===== src/rtl/imem_arbiter.sv =====
// +--------------------------------------------------------------------------+
// | imem_arbiter : serialises IF fetches and loader accesses onto one IMEM   |
// |                port, absorbing read latency and squashing flushed fetches |
// | Revision     : 1.0                                                        |
// +--------------------------------------------------------------------------+
`default_nettype none

module imem_arbiter #(
  parameter int ADDR_W     = 8,
  parameter int LATENCY    = 2,
  parameter int STARVE_MAX = 4
) (
  input  logic              clk_i,
  input  logic              reset_n_i,
  input  logic              fetch_req_i,
  input  logic [31:0]       fetch_addr_i,
  input  logic              fetch_flush_i,
  output logic              fetch_gnt_o,
  output logic              fetch_valid_o,
  output logic [31:0]       fetch_data_o,
  input  logic              load_req_i,
  input  logic              load_we_i,
  input  logic [31:0]       load_addr_i,
  input  logic [31:0]       load_wdata_i,
  output logic              load_gnt_o,
  output logic              load_valid_o,
  output logic [31:0]       load_rdata_o,
  output logic              mem_en_o,
  output logic              mem_we_o,
  output logic [ADDR_W-1:0] mem_addr_o,
  output logic [31:0]       mem_wdata_o,
  input  logic [31:0]       mem_rdata_i
);

  localparam int STARVE_W = (STARVE_MAX > 0) ? $clog2(STARVE_MAX + 1) : 1;
  localparam int LAT_W    = 3;
  localparam logic [STARVE_W-1:0] STARVE_LIM = STARVE_W'(STARVE_MAX);
  localparam logic [LAT_W-1:0]    LAT_LOAD   = LAT_W'(LATENCY - 1);

  typedef enum logic [1:0] {
    S_IDLE  = 2'd0,
    S_ISSUE = 2'd1,
    S_WAIT  = 2'd2
  } state_t;

  state_t              state_q, state_d;
  logic [LAT_W-1:0]    lat_q, lat_d;
  logic [STARVE_W-1:0] starve_q, starve_d;
  logic                owner_load_q, owner_load_d;
  logic                owner_we_q, owner_we_d;
  logic                squash_q, squash_d;
  logic                mem_en_q, mem_en_d;
  logic                mem_we_q, mem_we_d;
  logic [ADDR_W-1:0]   mem_addr_q, mem_addr_d;
  logic [31:0]         mem_wdata_q, mem_wdata_d;
  logic                fetch_valid_q, fetch_valid_d;
  logic [31:0]         fetch_data_q, fetch_data_d;
  logic                load_valid_q, load_valid_d;
  logic [31:0]         load_rdata_q, load_rdata_d;

  logic                grant_ok;
  logic                load_win;
  logic                fetch_gnt;
  logic                load_gnt;
  logic                capture;
  logic                fetch_busy;
  logic                squash_now;
  logic                unused_addr_bits;

  // Byte addresses reduce to word indices; the dropped bits are intentional.
  assign unused_addr_bits = ^{fetch_addr_i[31:ADDR_W+2], fetch_addr_i[1:0],
                              load_addr_i[31:ADDR_W+2], load_addr_i[1:0]};

  always_comb begin
    grant_ok   = reset_n_i && (state_q == S_IDLE);
    load_win   = load_req_i && (!fetch_req_i || (starve_q == STARVE_LIM));
    fetch_gnt  = grant_ok && fetch_req_i && !load_win;
    load_gnt   = grant_ok && load_win;
    capture    = (state_q == S_WAIT) && (lat_q == '0);
    fetch_busy = (state_q != S_IDLE) && !owner_load_q;
    // A flush arriving in the capture cycle itself must still kill the response.
    squash_now = squash_q || (fetch_busy && fetch_flush_i);
  end

  always_comb begin
    state_d      = state_q;
    lat_d        = lat_q;
    owner_load_d = owner_load_q;
    owner_we_d   = owner_we_q;
    mem_en_d     = 1'b0;
    mem_we_d     = 1'b0;
    mem_addr_d   = mem_addr_q;
    mem_wdata_d  = mem_wdata_q;

    case (state_q)
      S_IDLE: begin
        if (fetch_gnt || load_gnt) begin
          state_d      = S_ISSUE;
          owner_load_d = load_gnt;
          owner_we_d   = load_gnt && load_we_i;
          mem_en_d     = 1'b1;
          mem_we_d     = load_gnt && load_we_i;
          mem_addr_d   = load_gnt ? load_addr_i[ADDR_W+1:2] : fetch_addr_i[ADDR_W+1:2];
          mem_wdata_d  = load_gnt ? load_wdata_i : 32'h0;
        end
      end
      S_ISSUE: begin
        state_d = S_WAIT;
        lat_d   = LAT_LOAD;
      end
      S_WAIT: begin
        if (lat_q == '0) begin
          state_d = S_IDLE;
        end else begin
          lat_d = lat_q - 1'b1;
        end
      end
      default: begin
        state_d = S_IDLE;
      end
    endcase
  end

  always_comb begin
    squash_d = 1'b0;
    if ((state_q != S_IDLE) && !capture) begin
      squash_d = squash_now;
    end

    fetch_valid_d = capture && !owner_load_q && !squash_now;
    fetch_data_d  = fetch_valid_d ? mem_rdata_i : fetch_data_q;
    load_valid_d  = capture && owner_load_q;
    load_rdata_d  = (load_valid_d && !owner_we_q) ? mem_rdata_i : load_rdata_q;

    starve_d = starve_q;
    if (!load_req_i || load_gnt) begin
      starve_d = '0;
    end else if (fetch_gnt && (starve_q != STARVE_LIM)) begin
      starve_d = starve_q + 1'b1;
    end
  end

  always_ff @(posedge clk_i or negedge reset_n_i) begin
    if (!reset_n_i) begin
      state_q       <= S_IDLE;
      lat_q         <= '0;
      starve_q      <= '0;
      owner_load_q  <= 1'b0;
      owner_we_q    <= 1'b0;
      squash_q      <= 1'b0;
      mem_en_q      <= 1'b0;
      mem_we_q      <= 1'b0;
      mem_addr_q    <= '0;
      mem_wdata_q   <= '0;
      fetch_valid_q <= 1'b0;
      fetch_data_q  <= '0;
      load_valid_q  <= 1'b0;
      load_rdata_q  <= '0;
    end else begin
      state_q       <= state_d;
      lat_q         <= lat_d;
      starve_q      <= starve_d;
      owner_load_q  <= owner_load_d;
      owner_we_q    <= owner_we_d;
      squash_q      <= squash_d;
      mem_en_q      <= mem_en_d;
      mem_we_q      <= mem_we_d;
      mem_addr_q    <= mem_addr_d;
      mem_wdata_q   <= mem_wdata_d;
      fetch_valid_q <= fetch_valid_d;
      fetch_data_q  <= fetch_data_d;
      load_valid_q  <= load_valid_d;
      load_rdata_q  <= load_rdata_d;
    end
  end

  assign fetch_gnt_o   = fetch_gnt;
  assign load_gnt_o    = load_gnt;
  assign fetch_valid_o = fetch_valid_q;
  assign fetch_data_o  = fetch_data_q;
  assign load_valid_o  = load_valid_q;
  assign load_rdata_o  = load_rdata_q;
  assign mem_en_o      = mem_en_q;
  assign mem_we_o      = mem_we_q;
  assign mem_addr_o    = mem_addr_q;
  assign mem_wdata_o   = mem_wdata_q;

endmodule

`default_nettype wire


===== config.mk =====
export PLATFORM = sky130hd
export DESIGN_NAME = imem_arbiter
export DESIGN_NICKNAME = d
export VERILOG_FILES = /design/src/rtl/imem_arbiter.sv
export SDC_FILE = /design/constraint.sdc
export NUM_CORES = 1
export LEC_CHECK = 0
export ABC_AREA = 1
export BUFFER_PORTS_ARGS = -buffer_cell sky130_fd_sc_hd__buf_4
export CORE_MARGIN = 2
export CORE_UTILIZATION = 50
export CTS_BUF_LIST = sky130_fd_sc_hd__clkbuf_16
export DETAILED_ROUTE_END_ITERATION = 6
export MAX_ROUTING_LAYER = met4
export PLACE_DENSITY = 0.93
export SYNTH_ARGS = -nofsm -noshare
export SYNTH_HDL_FRONTEND = slang
export SYNTH_SLANG_ARGS = --single-unit

===== constraint.sdc =====
create_clock -name clk_i -period 3.5 [get_ports clk_i]
set_input_delay 0.525 -clock clk_i [delete_from_list [all_inputs] [get_ports clk_i]]
set_output_delay 0.525 -clock clk_i [all_outputs]
set_load 0.02 [all_outputs]

Word level (Yosys, flattened, before mapping)
Cells that the tools add are included.
- logic and storage cells: 71
- output and inout bits: 110
- bits in registers: 119
- input bits: 134
- multiplexer cells: 14
- eq/ne operators: 7
- reductions and logical operators: 34
- add/subtract/negate cells: 2
- operators by type and width (cell ; number):
    $mux 32 ; 1
    $logic_and 1x1->1 ; 15
    $mux 3 ; 3
    $mux 8 ; 1
    $logic_not 1->1 ; 7
    $pmux 2 s3 ; 1
    $pmux 3 s2 ; 1
    $reduce_and 2->1 ; 3
    $reduce_bool 2->1 ; 3
    $mux 1 ; 5
    $logic_or 1x1->1 ; 4
    $mux 2 ; 2
    $ne 2x1->1 const B ; 2
    $add 3x1->3 const B ; 1
    $eq 3x3->1 const B ; 1
    $logic_not 3->1 ; 1
    $ne 3x3->1 const B ; 1
    $sub 3x1->3 const B ; 1
    $eq 2x1->1 const B ; 1
    $eq 2x2->1 const B ; 1
    $logic_not 2->1 ; 1
    $ne 2x2->1 const B ; 1

Depth between registers and ports, before layout
Gate-level depths: netlist (run 1).
- depth in word-level cells: 8
- depth in mapped cells: 10
- depth with buffers taken out: 10

Least setup slack after synthesis (run 1)
Ideal clock, no wire load.
- path type: register to output
- start point: reg starve_q[0]
- end point: out fetch_gnt_o
- required time: 2.975 ns
- slack: 1.696 ns
- arrival: 1.279 ns
- stages on the path, launching flop included: 8
- cell sequence: dfrtp_1 -> inv_1 -> ha_1 -> nand2_1 -> nand2_1 -> nand2_2 -> inv_1 -> nor2_1
- longest elaborated chain between the ends: 5
- ends and longest elaborated chain (item ; line ; source):
    start, declared ; 48 ; logic [STARVE_W-1:0] starve_q, starve_d;
    start signal, assigned ; 162 ; starve_q <= starve_d;
    $eq 3x3->1 ; 76 ; load_win = load_req_i && (!fetch_req_i || (starve_q == STARVE_LIM));
    $logic_or 1x1->1 ; 76 ;
    $logic_and 1x1->1 ; 76 ;
    $logic_not 1->1 ; 77 ; fetch_gnt = grant_ok && fetch_req_i && !load_win;
    $logic_and 1x1->1 ; 77 ;
    end, declared ; 18 ; output logic fetch_gnt_o,
No other way between the ends.

Worst setup path after layout (run 1)
- start point: reg state_q[0]
- end point: out load_gnt_o
- longest elaborated chain between the ends: 3
- ends and longest elaborated chain (item ; line ; source):
    start, declared ; 46 ; state_t state_q, state_d;
    start signal, assigned ; 160 ; state_q <= state_d;
    $logic_not 2->1 ; 75 ; grant_ok = reset_n_i && (state_q == S_IDLE);
    $logic_and 1x1->1 ; 75 ;
    $logic_and 1x1->1 ; 78 ; load_gnt = grant_ok && load_win;
    end, declared ; 25 ; output logic load_gnt_o,
No other way between the ends.

==> flow_summary.ini, run 1 <==
[outcome]
status = completed

[floorplanning]
die_w_um = 104
dieHeight_um = 104
initial_core_util = 0.514
dieArea_um2 = 10900
ioPinCount = 244
fp-row-count = 36
core_um2 = 9770

[cts]
clockRootBuffer = clkbuf_16
postCtsSetupBuffers = 0
cts_made_buffers = 17
cts_tree = built
cts.sinks = 119
clk_pin_slew_ps = 50
holdBufCountCts = 0
clk_path_buf_depth = 2
htreeDepth = 4
clock_latency_ps = 410
cts_resized = 0

[global_route]
antenna_found_initial = 0
grt_max_degree = 65
grt_usage = 0.264
gr-total-overflow = 0
grt_pass1_wl_um = 22300
grt_pass1_vias = 4637

[power_and_ir_drop]
irDropWorstVdd_mv = 0.390
power_density_nw_per_um2 = 937
internal_power_mw = 4.10
switching_share = 0.378
p_seq_frac = 0.346
leakage_nw = 3.96
power_frac_clock = 0.266
total_power_mw = 6.59
p_switching_mw = 2.49
comb_power_share = 0.387

[placement]
gp_congestion = 0.796
pre_cts_ws_ps = 965
port_buffers = 195
hpwl_um = 9310

[cells_and_area]
drive_above_1_share = 0.318
nFillCells = 689
areaGrowthSynthToFinish_pct = 40.1
diodes = 0
final_util = 0.720
nets = 875

[logic_synthesis]
postSynth.asyncResetShare = 1.00
synth_largest_area_cell = dfrtp_1
synth_most_common_cell = nand2_1
synth.top_cells.by_count = 226 x nand2_1, 119 x dfrtp_1, 115 x nand3_1
synth_area_per_cell_um2 = 9.13
yosysTopAreaCellShare = 0.593
synth_area_leaders = dfrtp_1 59%, nand2_1 17%, nand3_1 11%
synth-edff-count = 0
synth_cells = 550
syn_nets = 688
synth_ff_type = dfrtp_1
ys_types = 26
synth.cell_area_um2 = 5020
ys_ff_latch = 119
yosysWarningCount = 0
synth-seq-area-share = 0.593

[drt]
first_iter_violations = 277
wirelength_um = 13600
routed_via_density = 5.23
wl_per_cell_um = 15.4
vias = 4613
ant_nets = 0
firstDrtPassIters = 4
drc = 0

[timing]
fin_setup_tns_ps = 0
max_slew_margin = 0.367
finalHoldViolations = 0
period_share = 0.761
slew_violations = 0
max_freq_mhz = 375
worstMarginPinSlew_ps = 947
rsz0062_at_grt = no
skew_ps = 7.23
finalSetupViolCount = 0
finalWorstSetupSlack_ps = 836
min_period_ps = 2660

[critical_path]
crit_type = flop to primary output
start_kind = flop
setup.worst_path.end_class = primary output
crit_required_ps = 2970
worstPathArrival_ps = 2140
path_max_fanout = 43

[hold_path]
hold_path.class = input pin to async pin

[run]
drv_cap = 0
[critical path, cell delays in order, from the launching register on]
cell and delay [ps]:
dfrtp_1 410, nor2_2 170, nand2_1 340, nor2_8 570, buf_4 250
[final cells by class]
type	count	area (µm²)	share of cell area
Tap cell	133	166	0.0236
Clock buffer	17	425	0.0604
Timing Repair Buffer	199	1490	0.212
Sequential cell	119	2980	0.423
Inverter	24	90.1	0.0128
Clock inverter	14	166	0.0236
Multi-Input combinational cell	376	1720	0.244
[layer usage]
layer	track usage	up-vias	routed length, µm
li1	-	2132	-
met1	0.317	2199	5360
met2	0.429	236	6950
met3	0.0551	46	837
met4	0.128	0	422
met5	-	-	0
[worst paths after layout]
| path | start | endpoint | slack, ps | depth (start not counted) |
|---|---|---|---|---|
| min reg2reg | fetch_data_o[14]$_DFFE_PN0P_ | fetch_data_o[14]$_DFFE_PN0P_ | 470 | 2 |
| max in group asynchronous | reset_n_i | fetch_data_o[31]$_DFFE_PN0P_ | 1930 | 3 |
| max | state_q[0]$_DFFE_PN0P_ | load_gnt_o | 840 | 4 |
| min | reset_n_i | fetch_data_o[10]$_DFFE_PN0P_ | 290 | 2 |
| max reg2reg | state_q[0]$_DFFE_PN0P_ | mem_addr_o[5]$_DFFE_PN0P_ | 1140 | 7 |
| min in group clk_i | load_wdata_i[12] | mem_wdata_o[12]$_DFFE_PN0P_ | 310 | 3 |
[cells in the final DEF (no fill, tap or decap), types with 2 or more instances in the layout]
cell	instances
nand2_1	226
buf_4	199
dfrtp_1	119
nand3_1	115
inv_1	24
clkbuf_16	17
o21bai_1	8
clkinv_1	4
ha_1	4
clkinv_2	4
bufinv_16	4
nand2_2	3
nor2_1	3
nor2_2	2
nor2_4	2
nand2_4	2
o21ai_0	2
o22ai_1	2
[registers in the layout (all words and copies together) (netlist names), 2 cells and up]
register and flops:
load_rdata_o 32, fetch_data_o 32, starve_q 3, state_q 2
mem_addr_o 8, mem_wdata_o 32, lat_q 3
[power groups by stage]
stage	Sequential, mW	Combinational (mW)	Clock (mW)
final	2.28	2.55	1.76
after global routing	2.33	2.76	1.84
after CTS	2.28	2.58	1.77
after detailed placement	2.28	2.56	0
after global placement	2.25	2.48	0
after floorplan	2.86	0.822	0
[metrics by stage]
stage / std cells / hold slack (ps) / cell area (µm²)
finish: 882 / 286 / 7040
global placement: 851 / 454 / 6450
floorplan: 550 / 229 / 5020
CTS: 882 / 306 / 7040
detailed placement: 851 / 461 / 6450
global route: 882 / 310 / 7040
[kinds of logic after synthesis]
family / Yosys count / synth area share
AO/OA/AOI/OAI: 14 / 0.0207
XOR/XNOR: 2 / 0.00349
adder cells (fa/ha/maj): 4 / 0.00996
buffers and inverters: 55 / 0.0653
flip-flops: 119 / 0.593
AND/OR/NAND/NOR: 356 / 0.308
Power figures use the tool's default switching activity.
==> run 2: changes to the inputs <==
==> config.mk (replaced) <==
export PLATFORM = sky130hd
export DESIGN_NAME = imem_arbiter
export DESIGN_NICKNAME = d
export VERILOG_FILES = /design/src/rtl/imem_arbiter.sv
export SDC_FILE = /design/constraint.sdc
export NUM_CORES = 1
export LEC_CHECK = 0
export ABC_AREA = 0
export BUFFER_PORTS_ARGS = -buffer_cell sky130_fd_sc_hd__buf_4
export CORE_MARGIN = 2
export CORE_UTILIZATION = 41
export CTS_BUF_LIST = sky130_fd_sc_hd__clkbuf_16
export DETAILED_ROUTE_END_ITERATION = 6
export MAX_ROUTING_LAYER = met4
export PLACE_DENSITY = 0.83
export SYNTH_ARGS = -nofsm -noshare
export SYNTH_HDL_FRONTEND = slang
export SYNTH_SLANG_ARGS = --single-unit
==> constraint.sdc (replaced) <==
create_clock -name clk_i -period 2.2 [get_ports clk_i]
set_input_delay 0.33 -clock clk_i [delete_from_list [all_inputs] [get_ports clk_i]]
set_output_delay 0.33 -clock clk_i [all_outputs]
set_load 0.02 [all_outputs]
==> flow_summary.ini, run 2 <==
[logic_synthesis]
synth_top_family_by_area = multiplexers
synth_compound_area_frac = 0.112
synthSimpleGateAreaFrac = 0.0405
synth-seq-area-share = 0.623
ys_ff_latch = 119
synth_area_leaders = dfrtp_1 62%, mux2_4 9.1%, mux2_2 8.0%
synth_area_per_cell_um2 = 15.3
yosysWarningCount = 0
synth.top_cells.by_count = 119 x dfrtp_1, 34 x a22o_1, 34 x mux2_2
synth-edff-count = 0
synth_ff_type = dfrtp_1
ys_types = 41
postSynth.asyncResetShare = 1.00
synth_cells = 312
synthMuxAreaShare = 0.176
synth_largest_area_cell = dfrtp_1
synth.cell_area_um2 = 4780
synth-adder-area-share = 0.0105
yosysTopAreaCellShare = 0.623
syn_nets = 450
synth_xor_area_frac = 0
synth_most_common_cell = dfrtp_1

[drt]
firstDrtPassIters = 4
ant_nets = 0
first_iter_violations = 124
wirelength_um = 11100
routed_via_density = 4.99
drc = 0
wl_per_cell_um = 16.5
vias = 3347

[placement]
pre_cts_ws_ps = 201
place_area_um2 = 6370
hpwl_um = 7840
port_buffers = 195
gp_congestion = 0.762

[floorplanning]
dieArea_um2 = 12500
die_w_um = 112
fp-row-count = 39
initial_core_util = 0.419
core_um2 = 11400
dieHeight_um = 112
ioPinCount = 244

[timing]
skew_ps = 7.69
slew_violations = 0
finalSetupViolCount = 0
rsz0062_at_grt = yes
period_share = 0.973
finalHoldViolations = 0
max_freq_mhz = 467
min_period_ps = 2140
worstMarginPinSlew_ps = 903
finalWorstSetupSlack_ps = 60.4
max_slew_margin = 0.398

[cells_and_area]
areaGrowthSynthToFinish_pct = 45.6
layout_common_cells = 200 x buf_4, 117 x dfrtp_1, 34 x mux2_2, 34 x a22o_1, 29 x mux2_4
layout_commonest_cell = buf_4
design_area_um2 = 6960
diodes = 0
nets = 653
drive_above_1_share = 0.589

[global_route]
grt_pass1_wl_um = 18000
grt_pass1_vias = 3607
antenna_found_initial = 0
grt_usage = 0.187
grt_max_degree = 72
gr-total-overflow = 0

[critical_path]
start_kind = flop
crit_type = flop to primary output
path_max_fanout = 12
rr_endpoint = fetch_data_o[29]$_DFFE_PN0P_
crit_required_ps = 1870
r2r_cells = 6
setup.worst_path.end_class = primary output
reg2reg_slack_ps = 200
rr_startpoint = lat_q[0]$_DFFE_PN0P_
worstPathArrival_ps = 1810

[cts]
holdBufCountCts = 0
clock_latency_ps = 390
htreeDepth = 4
cts_resized = 0
clockRootBuffer = clkbuf_16
cts_tree = built
postCtsSetupBuffers = 0
cts_made_buffers = 17
clk_path_buf_depth = 2
cts.sinks = 119
clk_pin_slew_ps = 60

[hold_path]
hold_path.class = input pin to async pin

[power_and_ir_drop]
power_density_nw_per_um2 = 1520
irDropWorstVdd_mv = 0.830
leakage_nw = 3.56

[run]
drv_cap = 0

[outcome]
status = completed
-- run 2: changes by cell type in the layout (fill, tap and decap cells not counted), sizes merged, moves of 3 or more --
| cell | before | now |
|---|---|---|
| nand2b | 0 | 3 |
| inv | 25 | 15 |
| nor2 | 8 | 5 |
| nand2 | 231 | 5 |
| buf | 199 | 202 |
| nand3 | 116 | 4 |
| mux2 | 0 | 64 |
| a22o | 0 | 34 |
| o221a | 0 | 8 |
-- run 2: worst max-delay path by stage --
| stage | cells after the start | startpoint | end | slack (ps) |
|---|---|---|---|---|
| 6_report | 5 | state_q[0]$_DFFE_PN0P_ | fetch_gnt_o | 60 |
| 5_1_grt | 6 | starve_q[0]$_DFFE_PN0P_ | load_gnt_o | -40 |
| 4_1_cts | 5 | state_q[0]$_DFFE_PN0P_ | fetch_gnt_o | 1 |
| 3_5_place_dp | 6 | lat_q[0]$_DFFE_PN0P_ | fetch_data_o[21]$_DFFE_PN0P_ | 200 |
| 3_3_place_gp | 6 | lat_q[0]$_DFFE_PN0P_ | fetch_data_o[19]$_DFFE_PN0P_ | 250 |
| 2_1_floorplan | 7 | lat_q[0]$_DFFE_PN0P_ | fetch_data_o[0]$_DFFE_PN0P_ | 280 |
-- run 2: per-stage QoR --
stage	total power [mW]	TNS, ps	util	cells	hold slack [ps]
floorplan	6.04	0	-	312	34.4
global placement	7.77	0	0.558	639	473
detailed placement	7.92	0	0.558	639	486
CTS	10.7	0	0.610	671	67.0
global route	11.1	-81.6	0.610	671	96.5
finish	10.6	0	0.610	671	48.9
-- run 2: worst max-delay path, cell delays in order, from the launching register on --
cell and delay (ps):
dfrtp_2 490, nor3b_2 210, buf_4 180, nand3_1 280, inv_1 120, buf_4 140
-- run 2: power breakdown --
part	internal, mW	switching (mW)	leakage [nW]	total (mW)
Sequential	3.11	0.588	1.48	3.70
Combinational	2.15	2.02	1.80	4.17
Clock	1.76	0.959	0.286	2.72
-- run 2: cells by family (layout without fill, tap and decap cells) --
logic type | after synthesis | after routing
DFF | 119 | 119
muxes | 65 | 65
AOI/OAI and AO/OA | 64 | 64
buffers and inverters | 31 | 247
and+or+nand+nor | 29 | 29
adders and majority gates | 4 | 4
-- run 2: routing by layer --
metal  vias to the layer above  GRT usage  wire length [µm]
met3                        12     0.0491               863
met4                         0     0.0748               163
li1                       1539          -                 -
met2                       158      0.284              5080
met1                      1638      0.241              4970
met5                         -          -                 0
-- run 2: final cells by class --
class / count / area (µm²)
fillers: 910 / 4460
multi-input cells: 162 / 1620
flip-flops and latches: 119 / 2980
clock inverters: 15 / 164
inverters: 13 / 48.8
repair buffers: 202 / 1540
well taps: 143 / 179
clock buffers: 17 / 425
==> run 3: changes to the inputs <==
--- a/config.mk
+++ b/config.mk
@@ -7,6 +7,7 @@
 export LEC_CHECK = 0
 export ABC_AREA = 0
 export BUFFER_PORTS_ARGS = -buffer_cell sky130_fd_sc_hd__buf_4
+export CORE_ASPECT_RATIO = 1.2
 export CORE_MARGIN = 2
 export CORE_UTILIZATION = 41
 export CTS_BUF_LIST = sky130_fd_sc_hd__clkbuf_16
==> flow_summary.ini, run 3 (synthesized netlist as in run 2, its figures left out) <==
[outcome]
status = finished with violations
violations = hold timing

[timing]
period_share = 0.957
worstMarginPinSlew_ps = 651
skew_ps = 10.5
slew_violations = 0
finalSetupViolCount = 0
min_period_ps = 2100
fin_setup_tns_ps = 0
max_freq_mhz = 475
rsz0062_at_grt = no
max_slew_margin = 0.566
finalHoldViolations = 11
holdWs_ps = -12.1

[cells_and_area]
layout_common_cells = 203 x buf_4, 119 x dfrtp_1, 34 x mux2_2, 34 x a22o_1, 29 x mux2_4
areaGrowthSynthToFinish_pct = 46.3
regArea_um2 = 2980
nFillCells = 872
multi_input_area_um2 = 1620
drive_above_1_share = 0.591
nets = 656
diodes = 0
layout_commonest_cell = buf_4

[power_and_ir_drop]
power_density_nw_per_um2 = 1520
irDropWorstVdd_mv = 0.609
leakage_nw = 3.56
total_power_mw = 10.6

[global_route]
grt_pass1_vias = 3485
gr-total-overflow = 0
antenna_found_initial = 0
grt_usage = 0.183
grt_pass1_wl_um = 17000
grt_max_degree = 52

[critical_path]
slowest_delay_ps = 400
critPathSlowestCell = dfrtp_1
crit_type = flop to primary output
path_max_fanout = 9
reg2reg_slack_ps = 170
r2r_cells = 6
crit_required_ps = 1870
rr_startpoint = lat_q[0]$_DFFE_PN0P_
rr_endpoint = fetch_data_o[26]$_DFFE_PN0P_
crit_path_cell_trace = inv_1 > ha_1 > a21bo_2 > nand3_2 > inv_2 > buf_4
start_kind = flop
worstPathArrival_ps = 1770
setup.worst_path.end_class = primary output

[floorplanning]
fp-row-count = 43
die_w_um = 103
core_um2 = 11500
dieHeight_um = 122
initial_core_util = 0.417
dieArea_um2 = 12600
ioPinCount = 244

[drt]
wirelength_um = 11000
wl_per_cell_um = 16.0
ant_nets = 0
dr_wl_met2_um = 5490
first_iter_violations = 97
routed_via_density = 4.88
drc = 0
firstDrtPassIters = 4
route.top_layer_used = met4
met1_length_um = 4560
vias = 3354
wl_met3_um = 731

[cts]
clk_path_buf_depth = 2
holdBufCountCts = 0
clockRootBuffer = clkbuf_16
cts_made_buffers = 17
htreeDepth = 4
cts_tree = built
cts_resized = 0
postCtsSetupBuffers = 0
clk_pin_slew_ps = 60
cts.sinks = 119
clock_latency_ps = 410

[placement]
hpwl_um = 7690
port_buffers = 195
gp_congestion = 0.781

[run]
drv_cap = 0

[hold_path]
hold_path.class = input pin to async pin
==> run 3: cell types whose count changed in the layout (fill, tap and decap cells not counted), sizes merged <==
cell,previous run,this run
buf,202,205
inv,15,13
clkinvlp,3,4
==> run 3: metrics by stage <==
stage / cell area, µm² / instances / setup slack [ps] / util
2_1_floorplan: 4780 / 312 / 276 / -
3_3_place_gp: 6410 / 656 / 233 / 0.559
3_5_place_dp: 6410 / 656 / 174 / 0.559
4_1_cts: 7000 / 687 / 97.1 / 0.611
5_1_grt: 7000 / 687 / 0.375 / 0.611
6_report: 7000 / 687 / 95.2 / 0.611
==> run 3: worst max-delay path, delay by kind of cell (launching register included) <==
| family | cells | cell delay [ps] |
|---|---|---|
| fa+ha+maj | 1 | 190 |
| compound gates | 1 | 170 |
| flops | 1 | 400 |
| simple gates | 1 | 200 |
| buf+inv | 3 | 410 |
==> run 3: worst max path at each step <==
| stage | start | to | slack, ps |
|---|---|---|---|
| floorplan | lat_q[0]$_DFFE_PN0P_ | fetch_data_o[0]$_DFFE_PN0P_ | 280 |
| global placement | lat_q[0]$_DFFE_PN0P_ | fetch_data_o[17]$_DFFE_PN0P_ | 230 |
| detailed placement | lat_q[0]$_DFFE_PN0P_ | fetch_data_o[22]$_DFFE_PN0P_ | 170 |
| CTS | starve_q[0]$_DFFE_PN0P_ | load_gnt_o | 100 |
| global route | starve_q[1]$_DFFE_PN0P_ | load_gnt_o | 0.4 |
| finish | starve_q[0]$_DFFE_PN0P_ | load_gnt_o | 100 |
==> run 3: power breakdown <==
part	leakage [nW]	switching [mW]	total [mW]	internal [mW]
Clock	0.276	0.971	2.73	1.76
Combinational	1.81	2.05	4.21	2.16
Sequential	1.48	0.567	3.67	3.11
Total	3.56	3.58	10.6	7.03
==> run 3: layout make-up <==
class,count,share of cell area
Clock buffer,17,0.0608
Clock inverter,14,0.0229
Inverter,13,0.00697
Multi-Input combinational cell,162,0.232
Sequential cell,119,0.426
Tap cell,157,0.0281
Timing Repair Buffer,205,0.224
==> run 3: metal layers <==
layer / global-route usage / up-vias
met1: 0.221 / 1643
met4: 0.0742 / 0
met3: 0.0495 / 16
li1: - / 1549
met5: - / -
met2: 0.289 / 146
